`src/rtl/adc_frame_uplink.sv`:
```
// Captures one frame of DEPTH ADC samples, then sends each sample as two bytes
// over the Avalon JTAG UART, waiting for a per-sample acknowledge byte.
module adc_frame_uplink #(
  parameter int unsigned DEPTH    = 128,
  parameter int unsigned SAMPLE_W = 10
) (
  input  logic                clk,
  input  logic                reset_n,
  input  logic                start,
  input  logic                abort,
  input  logic [SAMPLE_W-1:0] sample_in,
  input  logic                sample_valid,
  output logic                busy,
  output logic                done,
  output logic [7:0]          sample_idx,
  output logic                av_read,
  output logic                av_write,
  output logic [31:0]         av_writedata,
  input  logic [31:0]         av_readdata,
  input  logic                av_waitrequest
);

  localparam int unsigned AW = $clog2(DEPTH);

  typedef enum logic [2:0] {
    IDLE     = 3'd0,
    CAPTURE  = 3'd1,
    SEND_LO  = 3'd2,
    SEND_HI  = 3'd3,
    WAIT_ACK = 3'd4,
    ACK_GAP  = 3'd5
  } state_t;

  state_t              state_q, state_d;
  logic                busy_q, busy_d;
  logic                done_q, done_d;
  logic [7:0]          idx_q, idx_d;
  logic                rd_q, rd_d;
  logic                wr_q, wr_d;
  logic [31:0]         wdata_q, wdata_d;
  logic                mem_we;
  logic [SAMPLE_W-1:0] mem_q [DEPTH];

  logic       last;
  logic [7:0] idx_inc;
  logic       ack;
  logic       unused_rdata;

  assign last    = (idx_q == 8'(DEPTH - 1));
  assign idx_inc = idx_q + 8'd1;
  assign ack     = av_readdata[15] && (av_readdata[7:6] == 2'b10);
  assign unused_rdata = ^{av_readdata[31:16], av_readdata[14:8], av_readdata[5:0]};

  always_comb begin
    state_d = state_q;
    busy_d  = busy_q;
    done_d  = 1'b0;
    idx_d   = idx_q;
    rd_d    = rd_q;
    wr_d    = wr_q;
    wdata_d = wdata_q;
    mem_we  = 1'b0;
    case (state_q)
      IDLE: begin
        if (start) begin
          state_d = CAPTURE;
          busy_d  = 1'b1;
          idx_d   = '0;
        end
      end
      CAPTURE: begin
        if (sample_valid) begin
          mem_we = 1'b1;
          if (last) begin
            // buf[0] was written long ago, so the first low byte can be loaded
            // in the same cycle as the final capture.
            state_d = SEND_LO;
            idx_d   = '0;
            wr_d    = 1'b1;
            wdata_d = {24'b0, 3'b000, mem_q[0][4:0]};
          end else begin
            idx_d = idx_inc;
          end
        end
      end
      SEND_LO: begin
        if (!av_waitrequest) begin
          state_d = SEND_HI;
          wdata_d = {24'b0, 3'b111, mem_q[idx_q[AW-1:0]][9:5]};
        end
      end
      SEND_HI: begin
        if (!av_waitrequest) begin
          state_d = WAIT_ACK;
          wr_d    = 1'b0;
          rd_d    = 1'b1;
        end
      end
      WAIT_ACK: begin
        if (!av_waitrequest) begin
          rd_d = 1'b0;
          if (!ack) begin
            state_d = ACK_GAP;
          end else if (last) begin
            state_d = IDLE;
            busy_d  = 1'b0;
            done_d  = 1'b1;
            idx_d   = '0;
          end else begin
            state_d = SEND_LO;
            idx_d   = idx_inc;
            wr_d    = 1'b1;
            wdata_d = {24'b0, 3'b000, mem_q[idx_inc[AW-1:0]][4:0]};
          end
        end
      end
      ACK_GAP: begin
        state_d = WAIT_ACK;
        rd_d    = 1'b1;
      end
      default: state_d = IDLE;
    endcase
    if (abort) begin
      state_d = IDLE;
      busy_d  = 1'b0;
      done_d  = 1'b0;
      idx_d   = '0;
      rd_d    = 1'b0;
      wr_d    = 1'b0;
      wdata_d = '0;
      mem_we  = 1'b0;
    end
  end

  always_ff @(posedge clk or negedge reset_n) begin
    if (!reset_n) begin
      state_q <= IDLE;
      busy_q  <= 1'b0;
      done_q  <= 1'b0;
      idx_q   <= '0;
      rd_q    <= 1'b0;
      wr_q    <= 1'b0;
      wdata_q <= '0;
    end else begin
      state_q <= state_d;
      busy_q  <= busy_d;
      done_q  <= done_d;
      idx_q   <= idx_d;
      rd_q    <= rd_d;
      wr_q    <= wr_d;
      wdata_q <= wdata_d;
    end
  end

  always_ff @(posedge clk) begin
    if (mem_we) mem_q[idx_q[AW-1:0]] <= sample_in;
  end

  assign busy         = busy_q;
  assign done         = done_q;
  assign sample_idx   = idx_q;
  assign av_read      = rd_q;
  assign av_write     = wr_q;
  assign av_writedata = wdata_q;

endmodule
```
`config.mk`:
```
export PLATFORM = sky130hd
export DESIGN_NAME = adc_frame_uplink
export DESIGN_NICKNAME = d
export VERILOG_FILES = /design/src/rtl/adc_frame_uplink.sv
export SDC_FILE = /design/constraint.sdc
export NUM_CORES = 1
export LEC_CHECK = 0
export ABC_AREA = 1
export ABC_CLOCK_PERIOD_IN_PS = 4750
export BUFFER_PORTS_ARGS = -buffer_cell sky130_fd_sc_hd__buf_2
export CORE_MARGIN = 2
export CORE_UTILIZATION = 35
export CTS_CLUSTER_DIAMETER = 60
export DETAILED_ROUTE_END_ITERATION = 10
export MAX_ROUTING_LAYER = met4
export PLACE_DENSITY_LB_ADDON = 0.08
export SLEW_MARGIN = 20
export SYNTH_ARGS = -nofsm -noshare
export SYNTH_HDL_FRONTEND = slang
export SYNTH_SLANG_ARGS = --single-unit
```
`constraint.sdc`:
```
create_clock -name clk -period 4.75 [get_ports clk]
set_input_delay 0.95 -clock clk [delete_from_list [all_inputs] [get_ports clk]]
set_output_delay 0.95 -clock clk [all_outputs]
set_load 0.02 [all_outputs]
```
==> summary by stage <==
STA
Setup repair after global routing left no endpoint under its margin. The final worst hold slack is 152.0 ps. The max-slew violation count is 0.

For the final routed database, the setup TNS stands at 0 ps. The maximum clock frequency is 0.2860 GHz. The final clock skew is 18.88 ps.

After layout, the worst setup slack is 1254 ps. The minimum clock period is 3496 ps. The post-route fraction of the period consumed by the critical path is 73.61%. Setup violations remaining at the end of the flow were counted as 0. For the pin with the worst max-slew slack, the measured transition is 1145 ps. The final count of hold timing violations is 0. Measured against its own limit, the worst slew margin works out to 23.35%.

Place
After detailed placement, the total cell area comes to 58340 um^2. The number of port buffers is 38. Timing analysis after detailed placement gives a worst setup slack of 911.1 ps. The final weighted congestion in routability-driven placement is 0.8418. The HPWL after detailed placement is 96220 um. The number of placed cells counting well taps is 7215.

Floorplanning
The I/O pin count is 92. The die is 401.4 um tall. For this configuration, the core starts out at a cell density of 35.30%. The floorplan step defined a die boundary enclosing 161100 um^2. The die is 401.4 um wide. Row generation in the floorplan step produced 145 rows. The total core area is 156600 um^2.

Detailed routing
The count of vias placed by the detailed router is 36580. The post-detailed-route DRC marker count is 0. The top metal layer carrying routed signals is met4. The ratio of routed vias to standard cells is 4.884. The total wire length after detailed routing is 167300 um.

The average wire length per cell after detail routing is 22.34 um. The wire length on met1 is 78110 um. In this run the remaining antenna-violating nets after routing total 0.

The first routing iteration left 2933 violations. Wire segments on met3 add up to 7805 um in the final route. The first detailed-routing pass took 6 iterations. After detailed routing, the met2 layer carries 77810 um of wire.

Finish
From synthesis to final layout, the design area changed by 14.08%. The utilization of the core after routing is 40.27%. The cell area after layout is 63050 um^2. The fraction of layout instances using a drive strength above 1 is 8.306%. Leaving out fill and tap cells, the most frequent cell in the layout is sky130_fd_sc_hd__nand2_1.

The final layout contains 5360 nets. The number of cells in the finished layout apart from fillers is 7491. The library cells used most frequently in the layout, excluding fill and tap cells, are sky130_fd_sc_hd__nand2_1 (2277), sky130_fd_sc_hd__edfxtp_1 (1280), sky130_fd_sc_hd__nor2_1 (449).

The number of inserted filler cells in the final layout is 15250.

Logic synthesis
The number of different library cells used by synthesis comes to 33. The cell taking the most area after synthesis is sky130_fd_sc_hd__edfxtp_1. The area share of the largest cell type after synthesis is 69.55%. Of the synthesized area, sequential elements account for 70.50%. The synthesis warning total is 0. The mapped netlist covers 55260 um^2. Yosys mapped a number of flops with a built-in enable equal to 1280. In the synthesized netlist the async set-or-reset flop fraction comes to 1.614%.

After synthesis, the cell types taking the most area are sky130_fd_sc_hd__edfxtp_1 (70%), sky130_fd_sc_hd__nand2_1 (15%), sky130_fd_sc_hd__nand3_1 (3.6%). The average instance in the mapped netlist occupies 10.60 um^2. The dominant synthesized flop cell is sky130_fd_sc_hd__edfxtp_1. Synthesis produced a netlist whose cell count is 5215.

In this run, synthesis produced a sequential element count of 1301.

GRT
The via count of the first global-routing pass was 34660. The first global-routing pass estimated 243600 um of wire. Entering global routing, the biggest net connects 170 pins.

The number of antenna violations at the first check in global routing was 4. The sum of overflow across all layers after global routing is 0. The overall fraction of global-route tracks in use is 21.18%.

Pwr
The total power consumption of the routed design is 31.59 mW. The maximum ir drop on the vdd rail is 482.1 uV. The reported net switching power is 10.35 mW. In this run the power density over the cells is 501.1 nW/um^2.

The relative contribution of sequential cells to total power is 40.4%. The cell internal power dissipation is 21.24 mW. Per report_power, the combinational group accounts for 24.3% of the total.

The clock network fraction of total power is 35.4%. The fraction of power spent switching nets is 32.76%. Summed over all cells, the static leakage comes to 24.45 nW.

Worst setup path
Tracing the worst setup path back leads to its startpoint at sample_idx[0]. The launching element type of the critical path is a flop. The worst setup path is captured at a flop. By startpoint and endpoint, the worst setup path is classified as reg2reg. The start of the worst register-to-register path is sample_idx[0]. The signal arrival time at the worst endpoint is 4200 ps. The endpoint required time on the critical path is 5460 ps. Along the worst path, the maximum fanout reaches 169.

Hold path
The type of the most critical hold path is in2async.

Clocking
The post-cts sizing count is 0. The TritonCTS clock tree is built. The later pin in the worst-skew pair is clocked with a latency of 780 ps. The cell sitting at the root of the clock tree is a sky130_fd_sc_hd__clkbuf_16.

After clock tree synthesis, the clock-pin slew on the worst setup and hold paths is 60 ps. In this run the number of H-tree levels came out at 4. Buffers inserted to repair hold after CTS numbered 0. The number of buffers created by CTS is 152. The post-CTS setup repair buffer count is 0. The number of clock sinks is 1301.

The buffer depth of the longest clock path is 3.

Job
Max-cap violations in this run came to 0.

Outcome
The flow ran to the end, and the final reports show no timing, DRC or antenna violations.
## cell usage after synthesis (39+ instances only)
cell type / count
sky130_fd_sc_hd__nand2_1: 2277
sky130_fd_sc_hd__edfxtp_1: 1280
sky130_fd_sc_hd__nor2_1: 454
sky130_fd_sc_hd__nand3_1: 393
sky130_fd_sc_hd__inv_1: 163
sky130_fd_sc_hd__nand4_1: 137
sky130_fd_sc_hd__o21ai_0: 124
sky130_fd_sc_hd__clkbuf_1: 109
sky130_fd_sc_hd__buf_2: 94
sky130_fd_sc_hd__buf_4: 55
sky130_fd_sc_hd__buf_1: 39
## routing by layer
layer  vias up  track usage (%)
li1      17680                -
met3       229            2.737
met2       821            32.83
met5         -                -
met4         0            5.323
met1     17860            29.51
## worst max-delay path: stages (launching register included)
cell and delay (ps):
sky130_fd_sc_hd__dfrtp_4 620, sky130_fd_sc_hd__inv_16 430, sky130_fd_sc_hd__buf_12 290, sky130_fd_sc_hd__buf_4 200, sky130_fd_sc_hd__nand2_1 60, sky130_fd_sc_hd__nand2_1 60, sky130_fd_sc_hd__nand2_1 50, sky130_fd_sc_hd__nand2_1 90
sky130_fd_sc_hd__nand2_1 50, sky130_fd_sc_hd__nand2_1 90, sky130_fd_sc_hd__nand2_1 50, sky130_fd_sc_hd__nand2_1 130, sky130_fd_sc_hd__nor2_1 90, sky130_fd_sc_hd__nor2_1 300, sky130_fd_sc_hd__nor2_1 90, sky130_fd_sc_hd__nand2_1 100
sky130_fd_sc_hd__nand2_1 50, sky130_fd_sc_hd__nand3_1 150, sky130_fd_sc_hd__nand2_1 120, sky130_fd_sc_hd__nand2_1 80
## power groups by stage
stage	Clock, mW	Combinational, mW	Sequential (mW)
global placement	0	7.83	13.0
finish	11.2	7.67	12.7
detailed placement	0	7.81	13.0
global route	11.8	8.63	12.7
floorplan	0	5.12	13.0
CTS	11.4	7.83	12.7
## cell families after synthesis
logic type | synth area share, %
AOI/OAI and AO/OA | 1.386
xor gates and xnor gates | 0.09284
adders and majority gates | 0.02264
buffers and inverters | 4.218
DFF | 70.50
muxes | 0.01811
other | 0.006786
and+or+nand+nor | 23.75
## registers in the layout, summed over array words and instances (netlist names)
signal	cells
state_q	3
av_writedata	6
av_write	1
busy	1
done	1
av_read	1
mem_q	1280
sample_idx	8
## final timing paths
check | endpoint | slack [ps] | cells past startpoint
worst max-delay path | av_writedata[0] | 1250 | 19
worst min-delay path | busy | 150 | 1
worst max register to register | av_writedata[0] | 1250 | 19
worst min register to register | av_writedata[0] | 490 | 2
max in group asynchronous | sample_idx[1] | 4200 | 1
min in group clk | done | 460 | 4
## area by class of cell
type | instances | area, um^2 | area share, %
inverter | 170 | 671.9 | 1.066
tap | 2058 | 2575 | 4.084
multi-input combinational | 3448 | 14120 | 22.40
antenna | 3 | 7.507 | 0.01191
sequential | 1301 | 38970 | 61.82
timing repair buffer | 238 | 2009 | 3.187
clock buffer | 201 | 4073 | 6.460
clock inverter | 72 | 616.8 | 0.9784
(Power assumes the default switching activity.)
